$ cat src/rtl/lbm_collide_sched_if.sv
// Control/memory-port bundle between the timestep controller, the memory
// arbiter and the D2Q9 collide sequencer.
interface lbm_collide_sched_if #(
  parameter int ADDR_W = 12
);
  logic              start;
  logic              abort;
  logic [15:0]       omega_in;
  logic              rd_gnt;
  logic              rd_req;
  logic [ADDR_W-1:0] rd_addr;
  logic              coll_valid;
  logic [15:0]       omega_out;
  logic              wr_en;
  logic [ADDR_W-1:0] wr_addr;
  logic              wr_boundary;
  logic              busy;
  logic              done;
  logic [ADDR_W:0]   cells_done;

  modport slave (
    input  start, abort, omega_in, rd_gnt,
    output rd_req, rd_addr, coll_valid, omega_out, wr_en, wr_addr,
           wr_boundary, busy, done, cells_done
  );

  modport master (
    output start, abort, omega_in, rd_gnt,
    input  rd_req, rd_addr, coll_valid, omega_out, wr_en, wr_addr,
           wr_boundary, busy, done, cells_done
  );
endinterface

$ cat src/rtl/lbm_collide_sched.sv
// Sweeps every lattice cell once per timestep, issuing reads and tracking each
// cell's address/boundary tag through the fixed read + collider latency.
module lbm_collide_sched #(
  parameter int GRID_W   = 64,
  parameter int GRID_H   = 64,
  parameter int ADDR_W   = 12,
  parameter int RD_LAT   = 1,
  parameter int PIPE_LAT = 5
) (
  input  logic                 clk,
  input  logic                 rst,
  lbm_collide_sched_if.slave   bus
);

  localparam int N  = RD_LAT + PIPE_LAT;
  localparam int XW = (GRID_W > 1) ? $clog2(GRID_W) : 1;
  localparam int YW = (GRID_H > 1) ? $clog2(GRID_H) : 1;

  typedef enum logic [1:0] {IDLE, SWEEP, DRAIN, DONE} state_t;

  state_t                     state_q, state_d;
  logic [15:0]                omega_q, omega_d;
  logic [ADDR_W-1:0]          addr_q, addr_d;
  logic [XW-1:0]              x_q, x_d;
  logic [YW-1:0]              y_q, y_d;
  logic [ADDR_W:0]            cells_q, cells_d;
  logic [N-1:0]               pv_q, pv_d;
  logic [N-1:0][ADDR_W-1:0]   pa_q, pa_d;
  logic [N-1:0]               pb_q, pb_d;

  logic rd_req;
  logic issue;
  logic wr_en;
  logic bnd_now;
  logic last_cell;

  assign rd_req    = (state_q == SWEEP);
  assign issue     = rd_req & bus.rd_gnt;
  assign wr_en     = pv_q[N-1];
  assign bnd_now   = (x_q == '0) || (x_q == XW'(GRID_W - 1)) ||
                     (y_q == '0) || (y_q == YW'(GRID_H - 1));
  assign last_cell = (x_q == XW'(GRID_W - 1)) && (y_q == YW'(GRID_H - 1));

  always_ff @(posedge clk or posedge rst) begin
    if (rst) begin
      state_q <= IDLE;
      omega_q <= '0;
      addr_q  <= '0;
      x_q     <= '0;
      y_q     <= '0;
      cells_q <= '0;
      pv_q    <= '0;
      pa_q    <= '0;
      pb_q    <= '0;
    end else begin
      state_q <= state_d;
      omega_q <= omega_d;
      addr_q  <= addr_d;
      x_q     <= x_d;
      y_q     <= y_d;
      cells_q <= cells_d;
      pv_q    <= pv_d;
      pa_q    <= pa_d;
      pb_q    <= pb_d;
    end
  end

  always_comb begin
    state_d = state_q;
    omega_d = omega_q;
    addr_d  = addr_q;
    x_d     = x_q;
    y_d     = y_q;
    cells_d = wr_en ? cells_q + (ADDR_W+1)'(1) : cells_q;

    // The tag pipe never stalls: a bubble enters whenever no read is granted.
    pv_d[0] = issue;
    pa_d[0] = addr_q;
    pb_d[0] = bnd_now;
    for (int i = 1; i < N; i++) begin
      pv_d[i] = pv_q[i-1];
      pa_d[i] = pa_q[i-1];
      pb_d[i] = pb_q[i-1];
    end

    case (state_q)
      IDLE: begin
        if (bus.start) begin
          omega_d = bus.omega_in;
          addr_d  = '0;
          x_d     = '0;
          y_d     = '0;
          cells_d = '0;
          state_d = SWEEP;
        end
      end
      SWEEP: begin
        if (issue) begin
          if (last_cell) begin
            addr_d  = '0;
            x_d     = '0;
            y_d     = '0;
            state_d = DRAIN;
          end else begin
            addr_d = addr_q + ADDR_W'(1);
            if (x_q == XW'(GRID_W - 1)) begin
              x_d = '0;
              y_d = y_q + YW'(1);
            end else begin
              x_d = x_q + XW'(1);
            end
          end
        end
      end
      DRAIN: begin
        // The final write may leave the pipe on the same edge we move to DONE.
        if (pv_d == '0) begin
          state_d = DONE;
        end
      end
      DONE: begin
        state_d = IDLE;
      end
      default: begin
        state_d = IDLE;
      end
    endcase

    if (bus.abort && ((state_q == SWEEP) || (state_q == DRAIN))) begin
      state_d = IDLE;
      pv_d    = '0;
    end
  end

  assign bus.rd_req      = rd_req;
  assign bus.rd_addr     = addr_q;
  assign bus.coll_valid  = pv_q[RD_LAT-1];
  assign bus.omega_out   = omega_q;
  assign bus.wr_en       = wr_en;
  assign bus.wr_addr     = pa_q[N-1];
  assign bus.wr_boundary = pb_q[N-1];
  assign bus.busy        = (state_q != IDLE);
  assign bus.done        = (state_q == DONE);
  assign bus.cells_done  = cells_q;

endmodule

$ cat src/flat_wrapper.sv
// flat-port wrapper written by rule: the top's interface ports become plain ports
module lbm_collide_sched_flat 
#(
  parameter int GRID_W   = 64,
  parameter int GRID_H   = 64,
  parameter int ADDR_W   = 12,
  parameter int RD_LAT   = 1,
  parameter int PIPE_LAT = 5
)
  (clk, rst, bus_start, bus_abort, bus_omega_in, bus_rd_gnt, bus_rd_req, bus_rd_addr, bus_coll_valid, bus_omega_out, bus_wr_en, bus_wr_addr, bus_wr_boundary, bus_busy, bus_done, bus_cells_done);
  lbm_collide_sched_if #(.ADDR_W(ADDR_W)) bus_i ();
  input  logic clk;
  input  logic rst;
  input wire logic [$bits(bus_i.start)-1:0] bus_start;
  input wire logic [$bits(bus_i.abort)-1:0] bus_abort;
  input wire logic [$bits(bus_i.omega_in)-1:0] bus_omega_in;
  input wire logic [$bits(bus_i.rd_gnt)-1:0] bus_rd_gnt;
  output wire logic [$bits(bus_i.rd_req)-1:0] bus_rd_req;
  output wire logic [$bits(bus_i.rd_addr)-1:0] bus_rd_addr;
  output wire logic [$bits(bus_i.coll_valid)-1:0] bus_coll_valid;
  output wire logic [$bits(bus_i.omega_out)-1:0] bus_omega_out;
  output wire logic [$bits(bus_i.wr_en)-1:0] bus_wr_en;
  output wire logic [$bits(bus_i.wr_addr)-1:0] bus_wr_addr;
  output wire logic [$bits(bus_i.wr_boundary)-1:0] bus_wr_boundary;
  output wire logic [$bits(bus_i.busy)-1:0] bus_busy;
  output wire logic [$bits(bus_i.done)-1:0] bus_done;
  output wire logic [$bits(bus_i.cells_done)-1:0] bus_cells_done;
  assign bus_i.start = bus_start;
  assign bus_i.abort = bus_abort;
  assign bus_i.omega_in = bus_omega_in;
  assign bus_i.rd_gnt = bus_rd_gnt;
  assign bus_rd_req = bus_i.rd_req;
  assign bus_rd_addr = bus_i.rd_addr;
  assign bus_coll_valid = bus_i.coll_valid;
  assign bus_omega_out = bus_i.omega_out;
  assign bus_wr_en = bus_i.wr_en;
  assign bus_wr_addr = bus_i.wr_addr;
  assign bus_wr_boundary = bus_i.wr_boundary;
  assign bus_busy = bus_i.busy;
  assign bus_done = bus_i.done;
  assign bus_cells_done = bus_i.cells_done;
  lbm_collide_sched #(.GRID_W(GRID_W), .GRID_H(GRID_H), .ADDR_W(ADDR_W), .RD_LAT(RD_LAT), .PIPE_LAT(PIPE_LAT)) u_core (.clk(clk), .rst(rst), .bus(bus_i));
endmodule
$ cat config.mk
export PLATFORM = sky130hd
export DESIGN_NAME = lbm_collide_sched_flat
export DESIGN_NICKNAME = d
export VERILOG_FILES = /design/src/rtl/lbm_collide_sched_if.sv /design/src/rtl/lbm_collide_sched.sv /design/src/flat_wrapper.sv
export SDC_FILE = /design/constraint.sdc
export NUM_CORES = 1
export LEC_CHECK = 0
export CORE_AREA = 2 2 138 140
export CTS_CLUSTER_SIZE = 10
export DETAILED_ROUTE_END_ITERATION = 12
export DIE_AREA = 0 0 140 142
export PLACE_DENSITY = 0.51
export SETUP_SLACK_MARGIN = 0.3
export SYNTH_ARGS = -nofsm -noshare
export SYNTH_HDL_FRONTEND = slang
export SYNTH_SLANG_ARGS = --single-unit
$ cat constraint.sdc
create_clock -name clk -period 10.7 [get_ports clk]
set_clock_uncertainty 0.15 [all_clocks]
set_input_delay 2.675 -clock clk [delete_from_list [all_inputs] [get_ports clk]]
set_output_delay 2.675 -clock clk [all_outputs]
set_load 0.1 [all_outputs]
# Yosys cells after proc, flatten, opt, wreduce, memory -nomap -nowiden
# Cells that the tools add are included.
# classes
add_sub_neg	4
eq_ne	12
muxes	23
bitwise_logic	1
n_reduce_logical	16
# op_table
op	count
6-bit two-way mux	8
13-bit two-way mux	3
12-bit two-way mux	3
12-bit one-hot mux with 2 select lines	1
6-bit one-hot mux with 2 select lines	2
6-bit logical NOT	3
13-bit by 1-bit adder with 13-bit output, second input constant	1
12-bit by 1-bit adder with 12-bit output, second input constant	1
6-bit by 1-bit adder with 6-bit output, second input constant	2
6-bit == test, second input constant	2
2-bit two-way mux	5
3-bit != test, second input constant	3
2-bit one-hot mux with 4 select lines	1
4-bit AND reduction	2
3-bit by 2-bit != test with 1-bit output, second input constant	2
2-bit == test, second input constant	2
1-bit logical OR	4
2-bit != test, second input constant	2
2-bit nonzero test	2
3-bit AND reduction	1
2-bit by 1-bit == test with 1-bit output, second input constant	1
1-bit logical AND	2
2-bit logical NOT	1
2-bit AND reduction	1
1-bit bitwise AND	1
# totals
ff_bits	139
input_bits	21
output_inout_bits	59
wordCells	70

# Longest topological paths before layout
# logic_depth
depth_word	6
mapped_depth	7
depth_no_buf	6

# Least setup slack after synthesis
# No wires, ideal clock.
# synth_timing
path_kind	flip-flop to output port
from	register u_core.state_q[1]
to	output port bus_rd_req
arrival_time_ns	1.372
required_ns	7.875
path_slack_ns	6.503
path_stages_with_launch	3
path_buffers	0
cell_sequence	dfrtp_1 inv_1 ha_1
# synth_between
elab_chain_cells	1
# synth_lines
element	line_no	text
start, declared	lbm_collide_sched.sv:21	state_t state_q, state_d;
start signal, assigned	lbm_collide_sched.sv:56	state_q <= state_d;
2-bit by 1-bit == test with 1-bit output	lbm_collide_sched.sv:37	assign rd_req = (state_q == SWEEP);
end, declared	flat_wrapper.sv:18	output wire logic [$bits(bus_i.rd_req)-1:0] bus_rd_req;
# Every way passes these cells.

# Worst setup path after layout
# Same ends and word-level chain as after synthesis.

==> metrics <==
postcts setup bufs=0; sequential share of power=33.6%; # nets final=487; synthesis-to-layout area growth=30.8%; net count after synthesis=407; Synth Instances=374; Worst Setup Path Type=reg2out; TritonRoute pass-1 iters=8; syn avg cell area=13.5 sq um; grt ovf=0; largest net degree at the start of global routing=78; final core utilization=35.8%; post-synth cell types=43; Die H=142 microns; DRC violations left=5; switching pwr=0.000817 W; max_slew headroom=23.7%; CP arrival=2720 ps; Clock power frac=29.0%; Post-Route WL=9400 microns; sinks on the clock net=139; Final Cycle Share=51.8%; input/output buffers=79; Final Hold Viols=0; final setup TNS=0 ps; I/O pin count=80; Final WS setup=5160 ps; CP required=7880 ps; Routed Antenna Nets=0; RSZ-0062 raised after global routing=no; Placed Area=6030 sq um; Critical Path Max Stage Delay=1240 ps; Filler cells=1782; share of cells above drive strength 1=12.0%; Pins Over Slew Limit=0; placer congestion estimate=0.782; cell taking the most area after synthesis=dfrtp_1; Die ar.=19900 sq um; FMAX=180 MHz; leak pwr=3.03 nW; highest-delay cell along the critical path=clkdlybuf4s50_1; sequential standard cell area=3480 sq um; failing checks=DRC; first-pass GRT wire length=16000 microns; core area=18500 sq um; Crit. End Element=output port; 1st-iter DRT viols=166; CP bufs+invs=2; antenna violations before repair=0; Critical Path Start Type=flop; critical path's top delay family=buffers and inverters; Final min period=5540 ps; post-DP HPWL=6290 microns; Die Width=140 microns; Worst Hold Class=reg2reg; CTS H-tree depth=4; Tightest Pin Transition=1140 ps; Mapped Area=5050 sq um; sequential area share after synthesis=68.9%; diode count=0; Post-synth ARST share=100%; met2 usage=15.7%; CTS Buf Count=17; power per cell area=295 nW/um^2; Primary FF master, synth=dfrtp_1; number of vias per cell=4.33; total track usage=10.4%; met1 GRT Util=13.4%; status=complete, but fails checks; CTS clock-pin slew for the worst setup and hold paths=60 ps; CTS max path bufs=2; P_int=0.00113 W; vias in the first global route=3097; via count=3033; CP max FO=16; Place WS=5630 ps; grt met3 use=3.20%; Seq cells post-synth=139; EDFF count, synth=0; CTS resizes=0; post-synth top area share=68.9%; footprint of the multi-input gates=1410 sq um; warnings from Yosys=0; CTS tree=built; cell area after layout=6610 sq um; busiest grt layer=met2; # Max-Cap Violations=0; worst vdd ir=0.000192 V; final setup fails=0; routed len/inst=13.4 microns; Clk Latency, worst-skew pair=410 ps; Comb power frac=37.4%; FP Rows=50; Initial Utilization=27.4%; sw frac=42.0%; main area contributors after synthesis=dfrtp_1 69%, mux2_2 3.8%, ha_1 3.0%; Critical Path, Cell by Cell=inv_1 > ha_1 > clkdlybuf4s50_1; CTS root buf=clkbuf_16; hold buffers post-CTS=0
==> flip-flops by register name, indices dropped and copies added, names as in the netlist <==
register               flops
u_core.pa_d               60
u_core.bus.omega_out      16
u_core.bus.cells_done     13
u_core.bus.rd_addr        12
u_core.bus.wr_addr        12
u_core.pb_q                6
u_core.pv_q                6
u_core.x_q                 6
u_core.y_q                 6
u_core.state_q             2
==> power by group through the flow <==
stage / registers, W / clock network [W] / logic (W)
floorplan: 0.000946 / 0 / 0.000278
global placement: 0.000661 / 0 / 0.000724
detailed placement: 0.000664 / 0 / 0.000734
CTS: 0.000655 / 0.000586 / 0.000735
global route: 0.000666 / 0.000614 / 0.000769
finish: 0.000654 / 0.000565 / 0.000728
==> Yosys cell counts (4+ instances only) <==
cell      count
or3_1         4
and3_1        8
and2_1       11
a21oi_1       7
ha_1         12
inv_1        11
xor2_1       14
buf_4        12
o21ai_0      14
dfrtp_1     139
nand2_1      21
nand4_1      11
nand3_1      11
mux2i_1       5
nor4_1        4
nor3_1        6
nor2_1       22
a31oi_1       4
clkbuf_1      5
mux2_2       17
==> layout by cell type, fill, tap and decap left out, drive strengths merged, types with 2 or more instances in the layout <==
| cell | instances |
|---|---|
| a21o | 2 |
| a21oi | 7 |
| a22o | 3 |
| a31oi | 4 |
| a32o | 2 |
| and2 | 11 |
| and3 | 8 |
| clkbuf | 19 |
| clkdlybuf4s50 | 79 |
| clkinv | 4 |
| dfrtp | 139 |
| ha | 12 |
| inv | 18 |
| mux2 | 17 |
| mux2i | 5 |
| nand2 | 21 |
| nand2b | 3 |
| nand3 | 12 |
| nand4 | 11 |
| nor2 | 22 |
| nor2b | 2 |
| nor3 | 6 |
| nor4 | 4 |
| o211a | 3 |
| o211ai | 3 |
| o21ai | 14 |
| o31ai | 2 |
| o41ai | 2 |
| or3 | 4 |
| or4 | 2 |
| xnor2 | 2 |
| xor2 | 14 |
==> stage by stage <==
step           total power [W]  hold slack [ps]  instances
2_1_floorplan          0.00122              181        374
3_3_place_gp           0.00139              181        669
3_5_place_dp           0.00140              185        669
4_1_cts                0.00198              193        701
5_1_grt                0.00205              195        701
6_report               0.00195              186        701
==> layout make-up <==
type,instances,area share (%)
Clock buffer,19,6.85
Clock inverter,13,1.91
Inverter,11,0.700
Sequential cell,139,52.6
Timing Repair Buffer,80,12.1
Multi-Input combinational cell,205,21.4
Tap cell,234,4.43
==> path summary, 6_finish.rpt <==
check                                  start  slack (ps)                  endpoint  depth (start not counted)
setup / recovery           u_core.state_q[1]        5160                bus_rd_req                          3
hold / removal               u_core.pa_d[39]         190           u_core.pa_d[51]                          0
setup reg to reg           u_core.state_q[1]        8010    u_core.bus.rd_addr[11]                          6
hold reg to reg              u_core.pa_d[39]         190           u_core.pa_d[51]                          0
max in group asynchronous                rst        6480     u_core.bus.rd_addr[6]                          3
min in group asynchronous                rst        2570  u_core.bus.cells_done[7]                          2
==> cell families (layout without fill, tap and decap cells) <==
logic type	after synthesis	count (layout)	share of synthesized area, %
flip-flops	139	139	68.9
multiplexers	22	22	4.78
AO/OA/AOI/OAI	44	44	5.95
adder cells (fa/ha/maj)	12	12	2.97
XOR/XNOR	16	16	2.77
AND/OR/NAND/NOR	111	111	11.5
buffers and inverters	30	123	3.15
==> routing by layer <==
layer / part of all wire, % / routed length, microns / vias up
li1: - / - / 1451
met1: 47 / 4380 / 1511
met2: 47 / 4440 / 59
met3: 3.9 / 365 / 12
met4: 2.2 / 210 / 0
met5: 0 / 0 / -
Note: power is estimated with default switching activity, not from simulation.
